--- config.mk ---
export PLATFORM = sky130hd
export DESIGN_NAME = id_ex_stage_reg_flat
export DESIGN_NICKNAME = d
export VERILOG_FILES = /design/src/rtl/mips_pipe_pkg.sv /design/src/rtl/id_ex_stage_reg_if.sv /design/src/rtl/load_use_detect.sv /design/src/rtl/id_ex_stage_reg.sv /design/src/flat_wrapper.sv
export SDC_FILE = /design/constraint.sdc
export NUM_CORES = 1
export LEC_CHECK = 0
export CELL_PAD_IN_SITES_DETAIL_PLACEMENT = 2
export CELL_PAD_IN_SITES_GLOBAL_PLACEMENT = 2
export CORE_MARGIN = 1.5
export CORE_UTILIZATION = 28
export DETAILED_ROUTE_END_ITERATION = 12
export MAX_ROUTING_LAYER = met4
export PLACE_DENSITY = 0.9
export SLEW_MARGIN = 20
export SYNTH_ARGS = -nofsm -noshare
export SYNTH_HDL_FRONTEND = slang
export SYNTH_SLANG_ARGS = --single-unit
--- constraint.sdc ---
create_clock -name clk -period 5.7 [get_ports clk]
set_input_delay 1.425 -clock clk [delete_from_list [all_inputs] [get_ports clk]]
set_output_delay 1.425 -clock clk [all_outputs]
set_load 0.01 [all_outputs]
--- src/rtl/mips_pipe_pkg.sv ---
// Shared constants and types for the 5-stage MIPS pipeline.
package mips_pipe_pkg;

  localparam int unsigned DATA_W_DEFAULT = 32;
  localparam int unsigned RA_W_DEFAULT   = 5;

  localparam logic [5:0] OP_R   = 6'b000000;
  localparam logic [5:0] OP_BEQ = 6'b000100;
  localparam logic [5:0] OP_LW  = 6'b100011;
  localparam logic [5:0] OP_SW  = 6'b101011;
  localparam logic [5:0] OP_J   = 6'b000010;

  localparam logic [1:0] ALUOP_ADD   = 2'b00;
  localparam logic [1:0] ALUOP_SUB   = 2'b01;
  localparam logic [1:0] ALUOP_FUNCT = 2'b10;

  // Main-control decoder outputs carried down the pipe.
  typedef struct packed {
    logic       regdst;
    logic       branch;
    logic       memread;
    logic       memtoreg;
    logic       memwrite;
    logic       alusrc;
    logic       regwrite;
    logic [1:0] aluop;
  } ctrl_t;

endpackage

--- src/rtl/id_ex_stage_reg_if.sv ---
// ID/EX boundary signals: ID-side inputs, EX-side registered copies and stall outputs.
interface id_ex_stage_reg_if #(
  parameter int unsigned DATA_W = mips_pipe_pkg::DATA_W_DEFAULT,
  parameter int unsigned RA_W   = mips_pipe_pkg::RA_W_DEFAULT,
  parameter int unsigned CNT_W  = 16
);
  logic              flush;
  logic              id_valid;
  logic              id_regdst, id_branch, id_memread, id_memtoreg;
  logic              id_memwrite, id_alusrc, id_regwrite;
  logic [1:0]        id_aluop;
  logic [DATA_W-1:0] id_rd1, id_rd2, id_imm, id_pc4;
  logic [RA_W-1:0]   id_rs, id_rt, id_rd;

  logic              ex_valid;
  logic              ex_regdst, ex_branch, ex_memread, ex_memtoreg;
  logic              ex_memwrite, ex_alusrc, ex_regwrite;
  logic [1:0]        ex_aluop;
  logic [DATA_W-1:0] ex_rd1, ex_rd2, ex_imm, ex_pc4;
  logic [RA_W-1:0]   ex_rs, ex_rt, ex_rd;

  logic              pc_write;
  logic              ifid_write;
  logic [CNT_W-1:0]  bubble_cnt;

  modport master (
    output flush, id_valid, id_regdst, id_branch, id_memread, id_memtoreg, id_memwrite,
           id_alusrc, id_regwrite, id_aluop, id_rd1, id_rd2, id_imm, id_pc4, id_rs, id_rt, id_rd,
    input  ex_valid, ex_regdst, ex_branch, ex_memread, ex_memtoreg, ex_memwrite, ex_alusrc,
           ex_regwrite, ex_aluop, ex_rd1, ex_rd2, ex_imm, ex_pc4, ex_rs, ex_rt, ex_rd,
           pc_write, ifid_write, bubble_cnt
  );

  modport slave (
    input  flush, id_valid, id_regdst, id_branch, id_memread, id_memtoreg, id_memwrite,
           id_alusrc, id_regwrite, id_aluop, id_rd1, id_rd2, id_imm, id_pc4, id_rs, id_rt, id_rd,
    output ex_valid, ex_regdst, ex_branch, ex_memread, ex_memtoreg, ex_memwrite, ex_alusrc,
           ex_regwrite, ex_aluop, ex_rd1, ex_rd2, ex_imm, ex_pc4, ex_rs, ex_rt, ex_rd,
           pc_write, ifid_write, bubble_cnt
  );
endinterface

--- src/rtl/load_use_detect.sv ---
// Combinational load-use hazard detection; stall is masked when the ID instruction is flushed.
module load_use_detect #(
  parameter int unsigned RA_W = 5
) (
  input  logic            ex_valid,
  input  logic            ex_memread,
  input  logic [RA_W-1:0] ex_rt,
  input  logic            id_valid,
  input  logic [RA_W-1:0] id_rs,
  input  logic [RA_W-1:0] id_rt,
  input  logic            flush,
  output logic            haz,
  output logic            stall
);
  // $zero is never a real load destination.
  assign haz = ex_valid & ex_memread & (ex_rt != '0) & id_valid &
               ((ex_rt == id_rs) | (ex_rt == id_rt));
  assign stall = haz & ~flush;
endmodule

--- src/rtl/id_ex_stage_reg.sv ---
// ID/EX pipeline register: bubble insertion on flush or load-use, saturating bubble counter.
module id_ex_stage_reg
  import mips_pipe_pkg::*;
#(
  parameter int unsigned DATA_W = DATA_W_DEFAULT,
  parameter int unsigned RA_W   = RA_W_DEFAULT,
  parameter int unsigned CNT_W  = 16
) (
  input logic              clk,
  input logic              rst_n,
  id_ex_stage_reg_if.slave bus
);
  ctrl_t             id_ctrl, ctrl_q;
  logic              valid_q;
  logic [DATA_W-1:0] rd1_q, rd2_q, imm_q, pc4_q;
  logic [RA_W-1:0]   rs_q, rt_q, rd_q;
  logic [CNT_W-1:0]  cnt_q;
  logic              haz, stall, bubble;

  assign id_ctrl = {bus.id_regdst, bus.id_branch, bus.id_memread, bus.id_memtoreg,
                    bus.id_memwrite, bus.id_alusrc, bus.id_regwrite, bus.id_aluop};

  load_use_detect #(
    .RA_W(RA_W)
  ) u_load_use_detect (
    .ex_valid  (valid_q),
    .ex_memread(ctrl_q.memread),
    .ex_rt     (rt_q),
    .id_valid  (bus.id_valid),
    .id_rs     (bus.id_rs),
    .id_rt     (bus.id_rt),
    .flush     (bus.flush),
    .haz       (haz),
    .stall     (stall)
  );

  // Flush and hazard together still make a single bubble.
  assign bubble = bus.flush | haz;

  always_ff @(posedge clk or negedge rst_n) begin
    if (!rst_n) begin
      ctrl_q  <= '0;
      valid_q <= 1'b0;
    end else if (bubble) begin
      ctrl_q  <= '0;
      valid_q <= 1'b0;
    end else begin
      ctrl_q  <= id_ctrl;
      valid_q <= bus.id_valid;
    end
  end

  // Datapath fields are don't-care under a bubble, so they simply hold.
  always_ff @(posedge clk or negedge rst_n) begin
    if (!rst_n) begin
      rd1_q <= '0;
      rd2_q <= '0;
      imm_q <= '0;
      pc4_q <= '0;
      rs_q  <= '0;
      rt_q  <= '0;
      rd_q  <= '0;
    end else if (!bubble) begin
      rd1_q <= bus.id_rd1;
      rd2_q <= bus.id_rd2;
      imm_q <= bus.id_imm;
      pc4_q <= bus.id_pc4;
      rs_q  <= bus.id_rs;
      rt_q  <= bus.id_rt;
      rd_q  <= bus.id_rd;
    end
  end

  always_ff @(posedge clk or negedge rst_n) begin
    if (!rst_n) begin
      cnt_q <= '0;
    end else if (bubble && (cnt_q != {CNT_W{1'b1}})) begin
      cnt_q <= cnt_q + CNT_W'(1);
    end
  end

  assign bus.ex_valid    = valid_q;
  assign bus.ex_regdst   = ctrl_q.regdst;
  assign bus.ex_branch   = ctrl_q.branch;
  assign bus.ex_memread  = ctrl_q.memread;
  assign bus.ex_memtoreg = ctrl_q.memtoreg;
  assign bus.ex_memwrite = ctrl_q.memwrite;
  assign bus.ex_alusrc   = ctrl_q.alusrc;
  assign bus.ex_regwrite = ctrl_q.regwrite;
  assign bus.ex_aluop    = ctrl_q.aluop;
  assign bus.ex_rd1      = rd1_q;
  assign bus.ex_rd2      = rd2_q;
  assign bus.ex_imm      = imm_q;
  assign bus.ex_pc4      = pc4_q;
  assign bus.ex_rs       = rs_q;
  assign bus.ex_rt       = rt_q;
  assign bus.ex_rd       = rd_q;
  assign bus.pc_write    = ~stall;
  assign bus.ifid_write  = ~stall;
  assign bus.bubble_cnt  = cnt_q;
endmodule

--- src/flat_wrapper.sv ---
// flat-port wrapper written by rule: the top's interface ports become plain ports
module id_ex_stage_reg_flat import mips_pipe_pkg::*;
#(
  parameter int unsigned DATA_W = DATA_W_DEFAULT,
  parameter int unsigned RA_W   = RA_W_DEFAULT,
  parameter int unsigned CNT_W  = 16
)
  (clk, rst_n, bus_flush, bus_id_valid, bus_id_regdst, bus_id_branch, bus_id_memread, bus_id_memtoreg, bus_id_memwrite, bus_id_alusrc, bus_id_regwrite, bus_id_aluop, bus_id_rd1, bus_id_rd2, bus_id_imm, bus_id_pc4, bus_id_rs, bus_id_rt, bus_id_rd, bus_ex_valid, bus_ex_regdst, bus_ex_branch, bus_ex_memread, bus_ex_memtoreg, bus_ex_memwrite, bus_ex_alusrc, bus_ex_regwrite, bus_ex_aluop, bus_ex_rd1, bus_ex_rd2, bus_ex_imm, bus_ex_pc4, bus_ex_rs, bus_ex_rt, bus_ex_rd, bus_pc_write, bus_ifid_write, bus_bubble_cnt);
  id_ex_stage_reg_if #(.DATA_W(DATA_W), .RA_W(RA_W), .CNT_W(CNT_W)) bus_i ();
  input logic clk;
  input logic rst_n;
  input wire logic [$bits(bus_i.flush)-1:0] bus_flush;
  input wire logic [$bits(bus_i.id_valid)-1:0] bus_id_valid;
  input wire logic [$bits(bus_i.id_regdst)-1:0] bus_id_regdst;
  input wire logic [$bits(bus_i.id_branch)-1:0] bus_id_branch;
  input wire logic [$bits(bus_i.id_memread)-1:0] bus_id_memread;
  input wire logic [$bits(bus_i.id_memtoreg)-1:0] bus_id_memtoreg;
  input wire logic [$bits(bus_i.id_memwrite)-1:0] bus_id_memwrite;
  input wire logic [$bits(bus_i.id_alusrc)-1:0] bus_id_alusrc;
  input wire logic [$bits(bus_i.id_regwrite)-1:0] bus_id_regwrite;
  input wire logic [$bits(bus_i.id_aluop)-1:0] bus_id_aluop;
  input wire logic [$bits(bus_i.id_rd1)-1:0] bus_id_rd1;
  input wire logic [$bits(bus_i.id_rd2)-1:0] bus_id_rd2;
  input wire logic [$bits(bus_i.id_imm)-1:0] bus_id_imm;
  input wire logic [$bits(bus_i.id_pc4)-1:0] bus_id_pc4;
  input wire logic [$bits(bus_i.id_rs)-1:0] bus_id_rs;
  input wire logic [$bits(bus_i.id_rt)-1:0] bus_id_rt;
  input wire logic [$bits(bus_i.id_rd)-1:0] bus_id_rd;
  output wire logic [$bits(bus_i.ex_valid)-1:0] bus_ex_valid;
  output wire logic [$bits(bus_i.ex_regdst)-1:0] bus_ex_regdst;
  output wire logic [$bits(bus_i.ex_branch)-1:0] bus_ex_branch;
  output wire logic [$bits(bus_i.ex_memread)-1:0] bus_ex_memread;
  output wire logic [$bits(bus_i.ex_memtoreg)-1:0] bus_ex_memtoreg;
  output wire logic [$bits(bus_i.ex_memwrite)-1:0] bus_ex_memwrite;
  output wire logic [$bits(bus_i.ex_alusrc)-1:0] bus_ex_alusrc;
  output wire logic [$bits(bus_i.ex_regwrite)-1:0] bus_ex_regwrite;
  output wire logic [$bits(bus_i.ex_aluop)-1:0] bus_ex_aluop;
  output wire logic [$bits(bus_i.ex_rd1)-1:0] bus_ex_rd1;
  output wire logic [$bits(bus_i.ex_rd2)-1:0] bus_ex_rd2;
  output wire logic [$bits(bus_i.ex_imm)-1:0] bus_ex_imm;
  output wire logic [$bits(bus_i.ex_pc4)-1:0] bus_ex_pc4;
  output wire logic [$bits(bus_i.ex_rs)-1:0] bus_ex_rs;
  output wire logic [$bits(bus_i.ex_rt)-1:0] bus_ex_rt;
  output wire logic [$bits(bus_i.ex_rd)-1:0] bus_ex_rd;
  output wire logic [$bits(bus_i.pc_write)-1:0] bus_pc_write;
  output wire logic [$bits(bus_i.ifid_write)-1:0] bus_ifid_write;
  output wire logic [$bits(bus_i.bubble_cnt)-1:0] bus_bubble_cnt;
  assign bus_i.flush = bus_flush;
  assign bus_i.id_valid = bus_id_valid;
  assign bus_i.id_regdst = bus_id_regdst;
  assign bus_i.id_branch = bus_id_branch;
  assign bus_i.id_memread = bus_id_memread;
  assign bus_i.id_memtoreg = bus_id_memtoreg;
  assign bus_i.id_memwrite = bus_id_memwrite;
  assign bus_i.id_alusrc = bus_id_alusrc;
  assign bus_i.id_regwrite = bus_id_regwrite;
  assign bus_i.id_aluop = bus_id_aluop;
  assign bus_i.id_rd1 = bus_id_rd1;
  assign bus_i.id_rd2 = bus_id_rd2;
  assign bus_i.id_imm = bus_id_imm;
  assign bus_i.id_pc4 = bus_id_pc4;
  assign bus_i.id_rs = bus_id_rs;
  assign bus_i.id_rt = bus_id_rt;
  assign bus_i.id_rd = bus_id_rd;
  assign bus_ex_valid = bus_i.ex_valid;
  assign bus_ex_regdst = bus_i.ex_regdst;
  assign bus_ex_branch = bus_i.ex_branch;
  assign bus_ex_memread = bus_i.ex_memread;
  assign bus_ex_memtoreg = bus_i.ex_memtoreg;
  assign bus_ex_memwrite = bus_i.ex_memwrite;
  assign bus_ex_alusrc = bus_i.ex_alusrc;
  assign bus_ex_regwrite = bus_i.ex_regwrite;
  assign bus_ex_aluop = bus_i.ex_aluop;
  assign bus_ex_rd1 = bus_i.ex_rd1;
  assign bus_ex_rd2 = bus_i.ex_rd2;
  assign bus_ex_imm = bus_i.ex_imm;
  assign bus_ex_pc4 = bus_i.ex_pc4;
  assign bus_ex_rs = bus_i.ex_rs;
  assign bus_ex_rt = bus_i.ex_rt;
  assign bus_ex_rd = bus_i.ex_rd;
  assign bus_pc_write = bus_i.pc_write;
  assign bus_ifid_write = bus_i.ifid_write;
  assign bus_bubble_cnt = bus_i.bubble_cnt;
  id_ex_stage_reg #(.DATA_W(DATA_W), .RA_W(RA_W), .CNT_W(CNT_W)) u_core (.clk(clk), .rst_n(rst_n), .bus(bus_i));
endmodule
### After elaboration in Yosys (flattened, before gate mapping)

Index checks and enable logic that the tools add are counted.

| storage, ports and cells | value |
|---|---|
| register bits after elaboration | 169 |
| latch bits | 0 |
| bits in writable memories | 0 |
| ROM bits | 0 |
| input bits | 156 |
| word-level logic and storage cells | 34 |
| memories | 0 |

| operators by class | value |
|---|---|
| add/subtract/negate cells | 1 |
| multipliers | 0 |
| divide/modulo/power cells | 0 |
| $lt $le $gt $ge | 0 |
| eq/ne operators | 3 |
| shift-type cells | 0 |
| mux-type cells | 2 |
| bitwise operators | 9 |
| reduce and logical (&&, ||, !) cells | 2 |

Operators with widths:

| operator | number |
|---|---|
| adder 16 x 1 -> 16 bit (second input constant) | 1 |
| inequality test 16 bit (second input constant) | 1 |
| == test 5 bit | 2 |
| two-way mux 9 bit | 1 |
| bitwise AND 1 bit | 5 |
| nonzero test 5 bit | 1 |
| inverter 1 bit | 2 |
| bitwise OR 1 bit | 2 |
| logical AND 1 bit | 1 |
| two-way mux 1 bit | 1 |

### Depth between registers and ports, before layout

| depth | value |
|---|---|
| word-level depth | 6 |
| gate-level depth with buffers | 8 |
| depth with buffers taken out | 7 |

### Modules after synthesis

Synthesis repeated with hierarchy kept, for this count alone.

| second synthesis, totals | value |
|---|---|
| cells, all modules | 417 |
| area total of the unflattened synthesis | 6553.8 µm² |

By module, submodules not included:

| module | instances | cells an instance | area an instance (µm²) |
|---|---|---|---|
| id_ex_stage_reg | 1 | 397 | 6402.4 |
| load_use_detect | 1 | 20 | 151.4 |

### Worst setup path before layout

OpenSTA, ideal clock, no wires.

| path | value |
|---|---|
| kind | input to output |
| from | in bus_id_rs[4] |
| to | out bus_pc_write |
| arrival time | 2.378 ns |
| data required time | 4.275 ns |
| slack | 1.897 ns |
| stages on the path | 6 |
| cells stage by stage | xnor2_1 -> nand3_1 -> o22ai_2 -> and2_1 -> nand2b_1 -> buf_4 |

| between the ends | value |
|---|---|
| word-level cells in the longest chain between the ends | 5 |

RTL lines:

| what | line | source |
|---|---|---|
| start: declaration | flat_wrapper.sv:26 | `input wire logic [$bits(bus_i.id_rs)-1:0] bus_id_rs;` |
| == test 5 bit | load_use_detect.sv:17 | `((ex_rt == id_rs) \| (ex_rt == id_rt));` |
| bitwise OR 1 bit | load_use_detect.sv:17 |  |
| bitwise AND 1 bit | load_use_detect.sv:16 | `assign haz = ex_valid & ex_memread & (ex_rt != '0) & id_valid &` |
| bitwise AND 1 bit | load_use_detect.sv:18 | `assign stall = haz & ~flush;` |
| inverter 1 bit | n/a |  |
| end: declaration | flat_wrapper.sv:45 | `output wire logic [$bits(bus_i.pc_write)-1:0] bus_pc_write;` |

Every way passes these cells.

### Final worst setup path

| path | value |
|---|---|
| from | in bus_id_rs[4] |
| to | out bus_ifid_write |

| between the ends | value |
|---|---|
| word-level cells in the longest chain between the ends | 5 |

RTL lines:

| what | line | source |
|---|---|---|
| == test 5 bit | load_use_detect.sv:17 |  |
| bitwise OR 1 bit | load_use_detect.sv:17 |  |
| bitwise AND 1 bit | load_use_detect.sv:16 |  |
| bitwise AND 1 bit | load_use_detect.sv:18 |  |
| inverter 1 bit | id_ex_stage_reg.sv:99 | `assign bus.ifid_write = ~stall;` |
| end: declaration | flat_wrapper.sv:46 | `output wire logic [$bits(bus_i.ifid_write)-1:0] bus_ifid_write;` |

Every way passes these cells.

==> impl_metrics.toml <==
[timing]
grt_setup_unrepaired = "no"
finalCriticalPeriod_ns = 4.93
slew-limit-headroom_pct = 48.2
worst_slack_ns = 0.774
fmax_ghz = 0.203
slew_viol_final = 0
setup_viol = 0
tightest_slew_ns = 0.776
skew_ns = 0.0176
holdWs_ns = 0.506
finalCritPeriodShare_pct = 86.4
finalSetupTns_ns = 0
final-hold-violation-count = 0

[logic_synthesis]
yosysTopAreaCell = "dfrtp_1"
syn-num-nets = 582
syn_area_um2 = 6630
synth_cells = 425
synth_seq_area_share_pct = 63.8
synth_top_area_share_pct = 63.8
yosysWarnings = 0
synth_edf_count = 0
syn_area_per_cell_um2 = 15.6
yosysMostFrequentCell = "dfrtp_1"
ys_ff_latch = 169
synth_area_leaders = "dfrtp_1 (64%), mux2_2 (24%), xnor2_1 (1.5%), xor2_1 (1.1%), and2_1 (1.0%)"
synth_commonest_cells = "dfrtp_1 (169), mux2_2 (144), and2_1 (11), xnor2_1 (11), nand2_1 (10)"
synth_flop_cell = "dfrtp_1"
ys_types = 35
async_reset_ff_share_pct = 100

[grt]
grt_use_total_pct = 18.6
grt_util_met2_pct = 32.5
use_met3_pct = 8.14
antenna_found_initial = 1
overflow = 0
busiest_layer = "met2"
use_met1_pct = 18.9
grt_max_degree = 94
grt_pass1_vias = 5731
grt_pass1_wl_um = 32900

[clock_network]
h-tree-depth = 4
cts_root_buf = "clkbuf_16"
clock-sinks = 169
cts_hold_buf = 0
cts_tree = "built"
clockBufferDepth = 2
ctsResizeCount = 0
path_clk_slew_ns = 0.06
cts_setup_buffers = 0
clk_latency_ns = 0.43
cts_buffers = 17

[setup_path]
crit_buf_inv = 2
worst_setup_path_end_kind = "output pin"
cp_max_fo = 4
cp_slowest_cell = "clkdlybuf4s50_1"
max_stage_delay_ns = 0.54
crit_type = "primary input to output pin"
path_common_cell = "clkdlybuf4s50_1"
cp.arrival_ns = 3.50
worstPathCellList = "clkdlybuf4s50_1 -> xnor2_1 -> nand3_1 -> o22ai_2 -> and2_1 -> nand2b_1 -> clkdlybuf4s50_1"
cp-start-kind = "primary input"
crit_family = "buffers and inverters"
r2r_setup_slack_ns = 2.94
required_ns = 4.28

[min_path]
hold_path_class = "flop to flop"

[placed_design]
hpwl_um = 16800
post-place-ws_ns = 0.751
place.port_buffers = 326
gp_congestion = 0.747

[floorplanning]
start_util_pct = 28.4
die_y_um = 157
die_w_um = 157
core.rowCount = 56
ioPinCount = 327
coreArea_um2 = 23300
die_area_um2 = 24600

[finish]
fin_util_pct = 46.3
multi_input_area_um2 = 2280
fin_nets = 913
fillerInstances = 2236
regArea_um2 = 4230
layout-drive-gt1-share_pct = 24.6
synthToLayoutAreaGrowth_pct = 63.1

[run]
max_cap_violations = 0

[pwr]
p_leak_nw = 4.35
powerDensity_nw_per_um2 = 302
ir_worst_vdd_uv = 188
p_total_w = 0.00326

[detailed_routing]
wl_per_cell_um = 20.3
drtPass1Iterations = 4
ant_nets = 0
drc = 0
drt_wl_total_um = 22100
vias = 4855
drtIter0Drc = 140
viasPerCell = 4.46

[run_status]
outcome = "finished clean"
-- metal layers --
layer / routed length [µm] / vias to the layer above
li1: - / 2167
met1: 8030 / 2451
met2: 11600 / 222
met3: 2280 / 15
met4: 203 / 0
met5: 0 / -
-- layout by cell type (no fill, tap or decap), drive strengths merged --
cell	instances
a21o	2
a21oi	3
a31oi	3
and2	11
and3	1
buf	5
bufinv	1
clkbuf	20
clkdlybuf4s50	325
clkinv	2
clkinvlp	4
dfrtp	169
diode	1
ha	1
inv	5
mux2	146
nand2	10
nand2b	2
nand3	8
nand4	4
nor2	6
nor3	4
nor4	5
nor4b	1
o22a	1
o22ai	3
o31ai	1
o41ai	2
or2	2
or3	2
xnor2	11
xor2	8
-- report_power, final --
group	internal, W	switching, W	total [W]
Combinational	0.000426	0.000266	0.000692
Sequential	0.00133	0.0000981	0.00142
Clock	0.000630	0.000513	0.00114
Total	0.00238	0.000877	0.00326
-- final timing paths --
check,start,to,cells after the start
worst min register to register,u_core.bus.ex_rd[0],u_core.bus.ex_rd[0],1
worst max register to register,u_core.bus.ex_rt[4],u_core.bus.ex_rd2[5],6
max in group asynchronous,rst_n,u_core.bus.ex_rd2[9],2
worst max-delay path,bus_id_rs[4],bus_ifid_write,7
min in group asynchronous,rst_n,u_core.bus.ex_pc4[11],1
worst min-delay path,u_core.bus.ex_rd[0],u_core.bus.ex_rd[0],1
-- registers in the layout, indices dropped and copies added, names as in the netlist, 2 cells and up --
name and flops:
u_core.bus.ex_imm 32, u_core.bus.ex_pc4 32, u_core.bus.ex_rd1 32, u_core.bus.ex_rd2 32
u_core.bus.bubble_cnt 16, u_core.bus.ex_rd 5, u_core.bus.ex_rs 5, u_core.bus.ex_rt 5
u_core.bus.ex_aluop 2
-- area by class of cell --
| type | instances | share of cell area (%) |
|---|---|---|
| Sequential cell | 169 | 39.1 |
| Timing Repair Buffer | 330 | 30.7 |
| Multi-Input combinational cell | 237 | 21.1 |
| Clock buffer | 20 | 4.23 |
| Tap cell | 319 | 3.69 |
| Clock inverter | 11 | 1.04 |
| Inverter | 1 | 0.0347 |
| Antenna cell | 1 | 0.0232 |
-- cells by family (layout without fill, tap and decap cells) --
family,Yosys count,after routing,synth area share (%)
buffers and inverters,19,362,1.74
other,0,1,0
AND/OR/NAND/NOR,56,56,5.04
adder cells (fa/ha/maj),1,1,0.189
AO/OA/AOI/OAI,15,15,1.89
flip-flops,169,169,63.8
XOR/XNOR,19,19,2.51
multiplexers,146,146,24.8
-- stage by stage --
step | area (µm²) | cells
after global placement | 10200 | 1056
after detailed placement | 10200 | 1056
after floorplan | 6630 | 425
after CTS | 10800 | 1087
final | 10800 | 1088
after global routing | 10800 | 1088
-- worst reg2reg max path: stages, from the launching register on --
cell     delay [ns]
dfrtp_1        0.46
xnor2_1        0.18
nand3_1        0.16
o22ai_2        0.16
a21oi_4        0.62
buf_4          0.61
mux2_2         0.46
(Power assumes the default switching activity.)
